$ cat src/rtl/flash_read_arbiter.sv
// flash_read_arbiter: round-robin arbiter granting two requesters single reads of a shared flash controller
module flash_read_arbiter #(
    parameter int TIMEOUT = 255
) (
    input  logic        clk_50M,
    input  logic        reset,
    input  logic        req0,
    input  logic [22:0] addr0,
    input  logic        req1,
    input  logic [22:0] addr1,
    output logic        ack0,
    output logic        ack1,
    output logic [31:0] rdata,
    output logic        err,
    output logic        flash_start_read,
    output logic [22:0] flash_mem_address,
    input  logic        flash_read_done,
    input  logic [31:0] flash_read_data,
    output logic        busy
);
    typedef enum logic [1:0] {IDLE, ISSUE, WAIT, DONE} state_t;
    state_t      state;
    logic        owner;
    logic        last_owner;
    logic [7:0]  cnt;
    logic        win;
    // a lone requester wins; on a tie the requester that was not served last wins
    always_comb win = (req0 && req1) ? ~last_owner : req1;
    // read sequencer: arbitrate, pulse start, wait for done or timeout, pulse ack
    always_ff @(posedge clk_50M or posedge reset) begin
        if (reset) begin
            state             <= IDLE;
            owner             <= 1'b0;
            last_owner        <= 1'b1;
            cnt               <= 8'd0;
            ack0              <= 1'b0;
            ack1              <= 1'b0;
            rdata             <= 32'd0;
            err               <= 1'b0;
            flash_start_read  <= 1'b0;
            flash_mem_address <= 23'd0;
            busy              <= 1'b0;
        end else begin
            ack0             <= 1'b0;
            ack1             <= 1'b0;
            flash_start_read <= 1'b0;
            case (state)
                IDLE: if (req0 || req1) begin
                    state             <= ISSUE;
                    owner             <= win;
                    last_owner        <= win;
                    flash_mem_address <= win ? addr1 : addr0;
                    flash_start_read  <= 1'b1;
                    busy              <= 1'b1;
                end
                ISSUE: begin
                    state <= WAIT;
                    cnt   <= 8'd0;
                end
                WAIT: begin
                    cnt <= cnt + 8'd1;
                    if (flash_read_done || cnt == 8'(TIMEOUT - 1)) begin
                        state <= DONE;
                        rdata <= flash_read_done ? flash_read_data : 32'd0;
                        err   <= ~flash_read_done;
                        ack0  <= ~owner;
                        ack1  <= owner;
                    end
                end
                DONE: begin
                    state <= IDLE;
                    busy  <= 1'b0;
                end
                default: state <= IDLE;
            endcase
        end
    end
endmodule

$ cat config.mk
export PLATFORM = sky130hd
export DESIGN_NAME = flash_read_arbiter
export DESIGN_NICKNAME = d
export VERILOG_FILES = /design/src/rtl/flash_read_arbiter.sv
export SDC_FILE = /design/constraint.sdc
export NUM_CORES = 1
export LEC_CHECK = 0
export CORE_MARGIN = 5
export CORE_UTILIZATION = 29
export DETAILED_ROUTE_END_ITERATION = 8
export SYNTH_ARGS = -nofsm -noshare
export SYNTH_HDL_FRONTEND = slang
export SYNTH_SLANG_ARGS = --single-unit
$ cat constraint.sdc
create_clock -name clk_50M -period 3.6 [get_ports clk_50M]
set_clock_uncertainty 0.1 [all_clocks]
set_input_delay 0.36 -clock clk_50M [delete_from_list [all_inputs] [get_ports clk_50M]]
set_output_delay 0.36 -clock clk_50M [all_outputs]
set_load 0.01 [all_outputs]
* Word-level counts from Yosys, hierarchy flattened *
Index checks and enable logic that the tools add are counted.

word-level totals
  input port bits = 83
  logic and storage cells = 46
  flip-flop bits (word level) = 72
  output and inout bits = 60

operators by class
  add/sub/neg operators = 1
  reductions and logical operators = 10
  equal/unequal tests = 6
  bitwise operators = 3
  mux-type cells = 15

operators by type and width
  cell                                           count
  two-way mux 32 bit                             1
  two-way mux 23 bit                             1
  one-hot mux 8 bit (2 select lines)             1
  adder 8 x 1 -> 8 bit, second input constant    1
  == test 8 bit, second input constant           1
  two-way mux 1 bit                              8
  one-hot mux 2 bit (4 select lines)             1
  AND reduction 2 bit                            4
  == test 2 bit, second input constant           2
  two-way mux 2 bit                              2
  != test 2 bit, second input constant           2
  nonzero test 2 bit                             2
  inverter 1 bit                                 3
  == test 2 x 1 -> 1 bit, second input constant  1
  logical NOT 2 bit                              1
  logical OR 1 bit                               2
  one-hot mux 1 bit (2 select lines)             1
  logical AND 1 bit                              1

* Logic depth before layout (Yosys ltp) *
Gate-level depths: netlist (run 1).

  depth in word-level cells = 4
  depth in mapped cells = 7
  gate-level depth less buffers = 6

* Least setup slack after synthesis (run 1) *
No wires, ideal clock.

  kind = flip-flop to flip-flop
  from = register state[0]
  to = register state[1]
  library setup time = 0.125 ns
  data required time = 3.375 ns
  buffers on the path = 1
  clock period less this slack = 1.611 ns
  arrival time = 1.386 ns
  stages on the path, launching flop included = 7
  path slack = 1.989 ns
  path through = dfrtp_1 -> inv_1 -> ha_1 -> buf_6 -> inv_4 -> o31a_1 -> mux2_4

on the way
  longest elaborated chain between the ends = 3
  elaborated cells on any way between the ends = 8
  those cells by class = eq/ne (5); mux (1); reduce/logical (2)

ends and longest elaborated chain
  item                                                       line  source
  start, declared                                            22    state_t state;
  start signal, assigned                                     32    state <= IDLE;
  start signal, assigned                                     49    state <= ISSUE;
  start signal, assigned                                     57    state <= WAIT;
  == test 2 bit / logical NOT 2 bit (equally long branches)  47    case (state)
  != test 2 bit (no source line)                             --
  AND reduction 2 bit (no source line)                       --

Parallel ways exist; a longest one is shown, timed or not.
A chain may end at the register's enable or synchronous reset.

* Worst setup path in the final report (run 1) *
  from = input req1
  to = register flash_mem_address[3]

on the way
  longest elaborated chain between the ends = 3
  elaborated cells on any way between the ends = 5
  those cells by class = mux (2); reduce/logical (3)

ends and longest elaborated chain
  item                  line  source
  start, declared       9     input logic req1,
  logical AND 1 bit     28    always_comb win = (req0 && req1) ? ~last_owner : req1;
  two-way mux 1 bit     28
  two-way mux 23 bit    52    flash_mem_address <= win ? addr1 : addr0;
  end signal, assigned  52
  end, declared         16    output logic [22:0] flash_mem_address,

Parallel ways exist; a longest one is shown, timed or not.

==> summary.md, run 1 <==
| Metric | Value |
|---|---|
| RSZ-0062 raised after global routing | false |
| N_diodes | 0 |
| DRT iter0 DRCs | 90 |
| Int Power | 0.00238 W |
| Final setup TNS | 0 ns |
| Wire per inst | 15.1 µm |
| Commonest non-fill, non-tap cell in the layout | clkdlybuf4s50_1 |
| Drt first pass iters | 4 |
| Residual DRC | 0 |
| Clock power frac | 16.3% |
| Effective utilization at floorplan | 30.0% |
| Period minus WS final | 2.10 ns |
| Prevailing post-synth register cell | dfrtp_1 |
| Vias in the first global route | 2540 |
| DR vias/cell | 4.57 |
| Clk buf depth | 2 |
| CTS resizes | 0 |
| Sw Share | 33.6% |
| Peak supply drop | 300 µV |
| IO Pins | 143 |
| Syn. warnings | 0 |
| Core area | 10400 µm² |
| Setup crit end kind | register |
| H-tree levels | 3 |
| Final Util | 46.1% |
| Endpoints failing setup | 0 |
| Crit path cell chain | clkdlybuf4s50_1 -> a21boi_4 -> mux2i_1 -> o21ai_1 |
| Crit path required time | 3.70 ns |
| Slew @ Worst Pin | 1.04 ns |
| Sequential Power Share | 37.4% |
| Nets@finish | 486 |
| Via Count | 2453 |
| CP max FO | 24 |
| Combinational share of power | 46.3% |
| Antenna violations before repair | 0 |
| Remaining global-route overflow | 0 |
| Post-route ant nets | 0 |
| Psw | 0.00121 W |
| Root Driver | clkbuf_8 |
| Top Family by Delay on Critical Path | compound AO/OA/AOI/OAI gates |
| Cell area after placement | 4600 µm² |
| I/O Buffers | 142 |
| Share of layout cells above drive strength 1 | 6.98% |
| Post-placement cell count | 522 |
| Fill cells | 968 |
| Worst min-delay path class | input pin to async pin |
| Post-DP HPWL | 5950 µm |
| Synth-to-Final Area Change | 53.8% |
| Mapped Area | 3110 µm² |
| R2R setup slack | 1.63 ns |
| Final hold viol count | 0 |
| Reg2Reg Capture Point | rdata[28]$_DFFE_PP0P_ |
| Max Slew Vio Count | 0 |
| Max Cap Violations | 0 |
| Cts hold-fix bufs | 0 |
| Largest net degree at the start of global routing | 48 |
| Post-synth EDFFs | 0 |
| Critical path class | input pin to register |
| Setup ws final | 1.50 ns |
| Yosys cell types | 37 |
| Worst path arrival time | 2.20 ns |
| First-pass GRT wire length | 13200 µm |
| Ys async rst share | 100% |
| Clock tree from TritonCTS | built |
| Total clock sinks | 72 |
| Buffer and inverter count on the worst path | 1 |
| Non-Filler Instances | 537 |
| Row count | 37 |
| Worst r2r src | cnt[0]$_DFFE_PP0P_ |
| PD cells | 751 nW/µm² |
| Routability Congestion | 0.761 |
| Worst path max stage delay | 0.87 ns |
| Post-CTS Setup Repair Bufs | 0 |
| Pleak | 2.13 nW |
| Maximum clock frequency | 477 MHz |
| Post-route cell area | 4780 µm² |
| Reg2reg path depth | 6 |
| Synthesized instance count | 257 |
| Die area | 12900 µm² |
| Share of the yosys chip area belonging to registers | 58.0% |
| Die span in x | 114 µm |
| CP Launch Type | input pin |
| CTS Buf Count | 9 |
| Die Y | 114 µm |
| Status | finished, final reports clean |
| Worst-skew pair later-pin latency | 0.33 ns |
| Commonest non-fill, non-tap cells in the layout | clkdlybuf4s50_1, dfrtp_1, a22o_1 |
| Post-synthesis register bit count | 72 |
| Syn Area/Cell | 12.1 µm² |
| Reg clk slew, reported paths | 0.08 ns |
| Slowest CP cell | a21boi_4 |
| Tcrit/Tclk final | 58.2% |
| Synth Net Count | 346 |
| Rel. slew slack | 30.2% |
| Dpl ws | 1.11 ns |
| DRT Wirelength | 8110 µm |
| Total Routing Usage GR | 12.6% |
cell type report:
type | instances | area, µm² | area share (%)
flip-flops and latches | 72 | 1800 | 37.7
well taps | 136 | 170 | 3.56
repair buffers | 146 | 1450 | 30.4
clock buffers | 13 | 169 | 3.53
clock inverters | 2 | 13.8 | 0.288
inverters | 9 | 36.3 | 0.759
multi-input cells | 159 | 1130 | 23.7
stage by stage:
stage	hold slack (ns)	total power, W
finish	0.258	0.00359
CTS	0.253	0.00365
floorplan	0.302	0.00221
global route	0.292	0.00385
detailed placement	0.316	0.00304
global placement	0.313	0.00301
registers in the layout (all words and copies together) (netlist names):
signal             cells
ack0                   1
last_owner             1
owner                  1
state                  2
flash_mem_address     23
busy                   1
ack1                   1
flash_start_read       1
err                    1
cnt                    8
rdata                 32
routing by layer:
metal | share of wire, % | vias up | GRT usage [%]
li1 | - | 1185 | -
met1 | 43 | 1167 | 16.2
met2 | 46 | 92 | 20.1
met3 | 9.0 | 9 | 5.20
met4 | 1.2 | 0 | 2.56
met5 | 0 | - | 0
power groups by stage:
stage | combinational (W) | clock (W) | sequential (W)
6_report | 0.00166 | 0.000584 | 0.00134
5_1_grt | 0.00181 | 0.000653 | 0.00139
4_1_cts | 0.00169 | 0.000616 | 0.00135
3_5_place_dp | 0.00169 | 0 | 0.00135
3_3_place_gp | 0.00166 | 0 | 0.00135
2_1_floorplan | 0.000723 | 0 | 0.00148
worst register-to-register path: cells and delay by family (launching register included):
family	cells	cell delay (ns)
simple gates	2	0.16
fa+ha+maj	1	0.21
compound gates	2	0.96
flops	1	0.39
buf+inv	1	0.08
synth_stat cells, types with 2 or more instances:
| cell type | instances | area, µm² |
|---|---|---|
| a21oi_1 | 4 | 20.0 |
| a22o_1 | 32 | 280 |
| a31oi_1 | 2 | 12.5 |
| and3_1 | 2 | 12.5 |
| buf_12 | 2 | 40.0 |
| buf_2 | 8 | 40.0 |
| buf_6 | 6 | 67.6 |
| dfrtp_1 | 71 | 1780 |
| ha_1 | 6 | 75.1 |
| inv_1 | 8 | 30.0 |
| mux2i_1 | 24 | 240 |
| nand2_1 | 30 | 113 |
| nand3_1 | 4 | 20.0 |
| nor2_1 | 8 | 30.0 |
| o21ai_0 | 8 | 40.0 |
| o21ai_1 | 19 | 95.1 |
| o22ai_1 | 2 | 12.5 |
| xor2_1 | 2 | 17.5 |
logic make-up after synthesis:
logic type / synth area share (%)
flip-flops: 58.0
XOR/XNOR: 0.564
buffers and inverters: 6.04
adder cells (fa/ha/maj): 2.42
AO/OA/AOI/OAI: 16.8
multiplexers: 8.22
AND/OR/NAND/NOR: 7.97
how the worst max path moves through the flow:
stage               startpoint                           endpoint  cells after the start
detailed placement        req1  flash_mem_address[19]$_DFFE_PP0P_                      4
global placement          req1   flash_mem_address[9]$_DFFE_PP0P_                      4
finish                    req1   flash_mem_address[3]$_DFFE_PP0P_                      4
CTS                       req1  flash_mem_address[19]$_DFFE_PP0P_                      4
floorplan                reset                     ack0$_DFF_PP0_                      1
global route              req1  flash_mem_address[19]$_DFFE_PP0P_                      4
Note: power is estimated with default switching activity, not from simulation.
==> inputs of run 2 (changes only) <==
clock period = 1.85 ns   (was 3.6 ns; I/O delays follow)
==> run 2 against run 1 <==
Compared with the run above: count of clock-buffer cells in the layout is 2 lower; clock power rose to 2.6 times the previous value; register-to-register slack worse by 1.5 ns; final cell count grew 2.2%; worst setup slack worse by 1.4 ns; critical path type is now register to register; hold slack got worse by 0.068 ns; largest cell class unchanged.
==> summary.md, run 2 (synthesis gave the netlist of run 1 again) <==
| Metric | Value |
|---|---|
| Largest net degree at the start of global routing | 73 (+52%) |
| Crit path required time | 2.02 ns (-1.68 ns) |
| Post-DP HPWL | 5950 µm (about the same) |
| Period minus WS final | 1.72 ns |
| Tcrit/Tclk final | 92.8% |
| Remaining global-route overflow | 0 (unchanged) |
| Vias in the first global route | 2599 (+2.3%) |
| Nets@finish | 497 (+2.3%) |
| Final setup TNS | 0 ns (unchanged) |
| Crit path cell chain | inv_1 -> ha_2 -> nand4_2 -> nor2_4 -> buf_4 -> o21ai_4 -> a22o_1 |
| Die area | 12900 µm² (unchanged) |
| Endpoints failing setup | 0 (unchanged) |
| Cell area after placement | 4720 µm² (+2.6%) |
| Dpl ws | -0.0336 ns (-1.14 ns) |
| Peak supply drop | 673 µV (+120%) |
| Synth-to-Final Area Change | 60.7% |
| Wire per inst | 14.9 µm (-1.1%) |
| Most flops, register | rdata |
| PD cells | 1510 nW/µm² (+100%) |
| Post-route cell area | 4990 µm² (+4.5%) |
| Cts hold-fix bufs | 0 (unchanged) |
| DR vias/cell | 4.54 (-0.51%) |
| Top Registers | rdata: 32 flops, flash_mem_address: 23 flops, cnt: 8 flops |
| Antenna violations before repair | 0 (unchanged) |
| IO Pins | 143 (unchanged) |
| Share of layout cells above drive strength 1 | 10.2% (+3.2 points) |
| Root Driver | clkbuf_8 |
| Post-route ant nets | 0 (unchanged) |
| Residual DRC | 0 (unchanged) |
| Seq. cell area | 1800 µm² (unchanged) |
| DRT Wirelength | 8190 µm (+1.1%) |
| Commonest non-fill, non-tap cell in the layout | clkdlybuf4s50_1 |
| CP max FO | 17 (-29%) |
| Setup crit end kind | register |
| Max Cap Violations | 0 (unchanged) |
| Clock tree from TritonCTS | built |
| Worst path max stage delay | 0.45 ns (-0.42 ns) |
| Setup ws final | 0.134 ns (-1.37 ns) |
| Status | finished, final reports clean |
| Critical path class | register to register |
| Fill cells | 990 (+2.3%) |
| Core area | 10400 µm² (unchanged) |
| CTS Buf Count | 9 (unchanged) |
| Final hold viol count | 0 (unchanged) |
| Pleak | 2.22 nW (+4.3%) |
| Max Slew Vio Count | 0 (unchanged) |
| Max FFs per register | 32 (unchanged) |
| Maximum clock frequency | 583 MHz |
| Routability Congestion | 0.735 (-3.4%) |
| Commonest non-fill, non-tap cells in the layout | clkdlybuf4s50_1, dfrtp_1, a22o_1 |
| Reg clk slew, reported paths | 0.08 ns (about the same) |
| Multi-input combinational cell area | 1160 µm² (+1.9%) |
| Worst min-delay path class | input pin to async pin |
| Effective utilization at floorplan | 30.0% (unchanged) |
| R2R setup slack | 0.13 ns (-1.50 ns) |
| DRT iter0 DRCs | 83 (-7.8%) |
| Slew @ Worst Pin | 0.553 ns (-0.492 ns) |
| I/O Buffers | 142 (unchanged) |
| Worst-skew pair later-pin latency | 0.33 ns (about the same) |
| Die Y | 114 µm (unchanged) |
| Drt first pass iters | 4 (unchanged) |
| Via Count | 2495 (+1.7%) |
| Worst path arrival time | 1.88 ns (-0.32 ns) |
| Total clock sinks | 72 (unchanged) |
| Clk buf depth | 2 (unchanged) |
| CP Launch Type | register |
| Rel. slew slack | 63.0% (+33 points) |
| Row count | 37 (unchanged) |
| RSZ-0062 raised after global routing | false |
| Total Routing Usage GR | 12.8% (+0.14 points) |
| N_diodes | 0 (unchanged) |
| H-tree levels | 3 (unchanged) |
| First-pass GRT wire length | 13200 µm (+0.32%) |
| Slowest CP cell | o21ai_4 |
| Die span in x | 114 µm (unchanged) |
## run 2: cell count changes in the layout (fill, tap and decap cells not counted), moves of 2 or more
| cell | change |
|---|---|
| bufinv_16 | +3 |
| ha_2 | +2 |
| ha_1 | -2 |
| buf_12 | +4 |
| buf_4 | +6 |
| clkbuf_8 | -2 |
## run 2: worst max-delay path, delay by kind of cell, from the launching register on
kind | cells | cell delay [ns]
and+or+nand+nor | 2 | 0.16
DFF | 1 | 0.35
buffers and inverters | 2 | 0.22
adders and majority gates | 1 | 0.19
AOI/OAI and AO/OA | 2 | 0.65
## run 2: worst paths after layout
check | startpoint | end | cells after the start
max reg2reg | cnt[0]$_DFFE_PP0P_ | rdata[18]$_DFFE_PP0P_ | 7
min reg2reg | owner$_DFFE_PP0P_ | ack0$_DFF_PP0_ | 1
max | cnt[0]$_DFFE_PP0P_ | rdata[18]$_DFFE_PP0P_ | 7
min | reset | flash_mem_address[13]$_DFFE_PP0P_ | 3
max in group asynchronous | reset | last_owner$_DFFE_PP1P_ | 3
min in group clk_50M | owner$_DFFE_PP0P_ | ack0$_DFF_PP0_ | 1
## run 2: final cells by class
class                      count  area share [%]
clock buffer                  11            2.83
clock inverter                 5            2.08
inverter                       9           0.802
tap                          136            3.41
multi-input combinational    160            23.2
sequential                    72            36.1
timing repair buffer         156            31.6
## run 2: timing repair
item,4_1_cts,5_1_grt
setup endpoints to repair,32,1
pin swaps,1,5
gates resized for setup,1,2
gates cloned,1,0
buffers inserted,0,1
## run 2: metrics by stage
stage | util (%) | total power (W) | hold WS [ns] | std cells
2_1_floorplan | - | 0.00429 | 0.155 | 257
3_3_place_gp | 45.5 | 0.00604 | 0.318 | 531
3_5_place_dp | 45.5 | 0.00611 | 0.315 | 531
4_1_cts | 48.0 | 0.00770 | 0.199 | 548
5_1_grt | 48.1 | 0.00807 | 0.225 | 549
6_report | 48.1 | 0.00756 | 0.190 | 549
## run 2: metal layers
layer	share of wire, %	global-route usage (%)	vias to the layer above
met5	0	0	-
met1	43	15.7	1193
met2	48	21.1	89
met3	8.2	5.41	2
met4	0.33	2.40	0
li1	-	-	1211
## run 2: where the power goes
part           internal, W  leakage, nW  switching [W]
registers          0.00224        0.909       0.000372
logic              0.00196         1.18        0.00147
clock network     0.000934        0.124       0.000579
==> inputs of run 3 (changes only) <==
CORE_MARGIN = 4   (was 5)
==> run 3 against run 2 <==
Compared with the run above: combinational power increased by 1%; fmax decreased by 1.0%; sequential cell count is the same; die area is 3.5% lower; non-clock buffer count is 1 lower; global-route usage increased by 0.26 points; sequential share of layout area up 0.17 points; critical endpoint unchanged.
==> summary.md, run 3 (synthesis gave the netlist of run 1 again) <==
| Metric | Value |
|---|---|
| Nets@finish | 496 (-0.20%) |
| Max Cap Violations | 0 (unchanged) |
| Final setup TNS | 0 ns (unchanged) |
| RSZ-0062 raised after global routing | true |
| Seq. cell area | 1800 µm² (unchanged) |
| Top Registers | rdata: 32 flops, flash_mem_address: 23 flops, cnt: 8 flops |
| Share of layout cells above drive strength 1 | 9.98% (-0.19 points) |
| Worst path arrival time | 1.90 ns (+0.02 ns) |
| Peak supply drop | 547 µV (-19%) |
| Endpoints failing setup | 0 (unchanged) |
| CTS Buf Count | 9 (unchanged) |
| Multi-input combinational cell area | 1180 µm² (+1.7%) |
| Period minus WS final | 1.73 ns (+0.0178 ns) |
| Synth-to-Final Area Change | 59.9% |
| Effective utilization at floorplan | 30.0% (unchanged) |
| Final hold viol count | 0 (unchanged) |
| Reg2Reg Capture Point | rdata[18]$_DFFE_PP0P_ |
| I/O Buffers | 142 (unchanged) |
| Overall power | 0.00741 W (-1.9%) |
| Worst min-delay path class | input pin to async pin |
| Die area | 12400 µm² (-3.5%) |
| Residual DRC | 0 (unchanged) |
| Antenna violations before repair | 0 (unchanged) |
| WL met1 | 3560 µm (about the same) |
| Clk buf depth | 2 (unchanged) |
| Commonest non-fill, non-tap cells in the layout | clkdlybuf4s50_1, dfrtp_1, a22o_1 |
| Sw Share | 32.9% (+0.86 points) |
| Largest net degree at the start of global routing | 73 (unchanged) |
| CP Launch Type | register |
| Total Routing Usage GR | 13.0% (+0.26 points) |
| Sequential Power Share | 35.2% (+0.6 points) |
| Slew @ Worst Pin | 0.505 ns (-0.0478 ns) |
| Post-DP HPWL | 5680 µm (-4.6%) |
| Via Count | 2442 (-2.1%) |
| Setup crit end kind | register |
| Reg2reg path depth | 7 (unchanged) |
| Drt first pass iters | 4 (unchanged) |
| Cell area after placement | 4710 µm² (-0.16%) |
| Met3 wire len | 686 µm (+1.8%) |
| N_diodes | 0 (unchanged) |
| Int Power | 0.00498 W (-3.2%) |
| Setup ws final | 0.116 ns (-0.0178 ns) |
| Commonest non-fill, non-tap cell in the layout | clkdlybuf4s50_1 |
| Dpl ws | -0.0282 ns (+0.00538 ns) |
| PD cells | 1490 nW/µm² (-1.5%) |
| Row count | 37 (unchanged) |
| Routability Congestion | 0.768 (+4.5%) |
| Die Y | 112 µm (-1.8%) |
| Post-route cell area | 4970 µm² (-0.48%) |
| Max Slew Vio Count | 0 (unchanged) |
| Vias in the first global route | 2590 (-0.35%) |
| DRT iter0 DRCs | 64 (-23%) |
| CP max FO | 17 (unchanged) |
| Total clock sinks | 72 (unchanged) |
| Pleak | 2.19 nW (-1.1%) |
| Rel. slew slack | 66.2% (+3.2 points) |
| Max FFs per register | 32 (unchanged) |
| Final Util | 47.9% (-0.23 points) |
| Wire per inst | 14.6 µm (-2.2%) |
| Crit path cell chain | inv_1 -> ha_1 -> nand4_2 -> nor2_4 -> buf_4 -> o21ai_4 -> a22o_1 |
| Combinational share of power | 46.8% (+1.4 points) |
| Remaining global-route overflow | 0 (unchanged) |
| First-pass GRT wire length | 13300 µm (+0.31%) |
| Post-route ant nets | 0 (unchanged) |
| Maximum clock frequency | 577 MHz (-1.0%) |
| Worst r2r src | cnt[0]$_DFFE_PP0P_ |
| Reg clk slew, reported paths | 0.08 ns (about the same) |
| Metal2 WL | 3630 µm (-7.8%) |
| Worst path max stage delay | 0.43 ns (-0.02 ns) |
| Slowest CP cell | o21ai_4 |
| Die span in x | 112 µm (-1.8%) |
| DR vias/cell | 4.46 (-1.8%) |
| Clock power frac | 18.0% (-2.0 points) |
| Worst-skew pair later-pin latency | 0.34 ns (about the same) |
| Fill cells | 991 (+0.10%) |
| Status | finished, final reports clean |
| Critical path class | register to register |
| Root Driver | clkbuf_8 |
| Clock tree from TritonCTS | built |
| Core area | 10400 µm² (unchanged) |
| DRT Wirelength | 7980 µm (-2.6%) |
| R2R setup slack | 0.12 ns (-0.02 ns) |
| Psw | 0.00244 W (+0.71%) |
| Most flops, register | rdata |
| H-tree levels | 3 (unchanged) |
| Tcrit/Tclk final | 93.7% (+0.96 points) |
| Crit path required time | 2.02 ns (about the same) |
| Max Used Layer | met4 |
| IO Pins | 143 (unchanged) |
| Cts hold-fix bufs | 0 (unchanged) |
-- run 3: changes by cell type in the layout (fill, tap and decap cells not counted), sizes merged --
cell / change
bufinv: -1
clkbuf: -2
clkinvlp: +2
buf: -1
-- run 3: how the worst max path moves through the flow --
stage,startpoint,to,cells after the start
after global placement,cnt[0]$_DFFE_PP0P_,rdata[6]$_DFFE_PP0P_,6
after detailed placement,flash_read_done,rdata[26]$_DFFE_PP0P_,3
final,cnt[0]$_DFFE_PP0P_,rdata[18]$_DFFE_PP0P_,7
after floorplan,state[0]$_DFFE_PP0P_,state[1]$_DFFE_PP0P_,6
after global routing,cnt[0]$_DFFE_PP0P_,rdata[4]$_DFFE_PP0P_,7
after CTS,cnt[0]$_DFFE_PP0P_,rdata[15]$_DFFE_PP0P_,6
-- run 3: layout make-up --
cell class | count | area share, %
clock buffer | 9 | 2.49
clock inverter | 6 | 1.71
inverter | 9 | 0.806
multi-input combinational | 160 | 23.7
sequential | 72 | 36.3
tap | 136 | 3.43
timing repair buffer | 155 | 31.6
-- run 3: through the flow --
stage | cells | hold WS, ns
after floorplan | 257 | 0.155
final | 547 | 0.197
after global routing | 547 | 0.205
after detailed placement | 530 | 0.330
after global placement | 530 | 0.321
after CTS | 546 | 0.198
-- run 3: metal layers --
metal  up-vias  track usage [%]
met3        11             4.67
met5         -                0
met2        93             20.4
met4         0             4.38
li1       1212                -
met1      1126             16.7
-- run 3: critical path, delay by kind of cell (launching register included) --
kind | cells | cell delay, ns
buffers and inverters | 2 | 0.21
DFF | 1 | 0.34
adders and majority gates | 1 | 0.20
and+or+nand+nor | 2 | 0.16
AOI/OAI and AO/OA | 2 | 0.64
-- run 3: timing repair --
| item | 4_1_cts | 5_1_grt |
|---|---|---|
| endpoints found under the setup margin | 32 | 37 |
| pin swaps | 1 | 1 |
| buffers inserted | 0 | 1 |
| gates cloned | 1 | 0 |
| resized for setup | 0 | 5 |
-- run 3: power groups by stage --
stage | clock network [W] | registers, W | logic [W]
after floorplan | 0 | 0.00288 | 0.00141
after global placement | 0 | 0.00263 | 0.00338
after detailed placement | 0 | 0.00262 | 0.00345
after CTS | 0.00138 | 0.00261 | 0.00347
after global routing | 0.00144 | 0.00270 | 0.00381
final | 0.00133 | 0.00261 | 0.00347
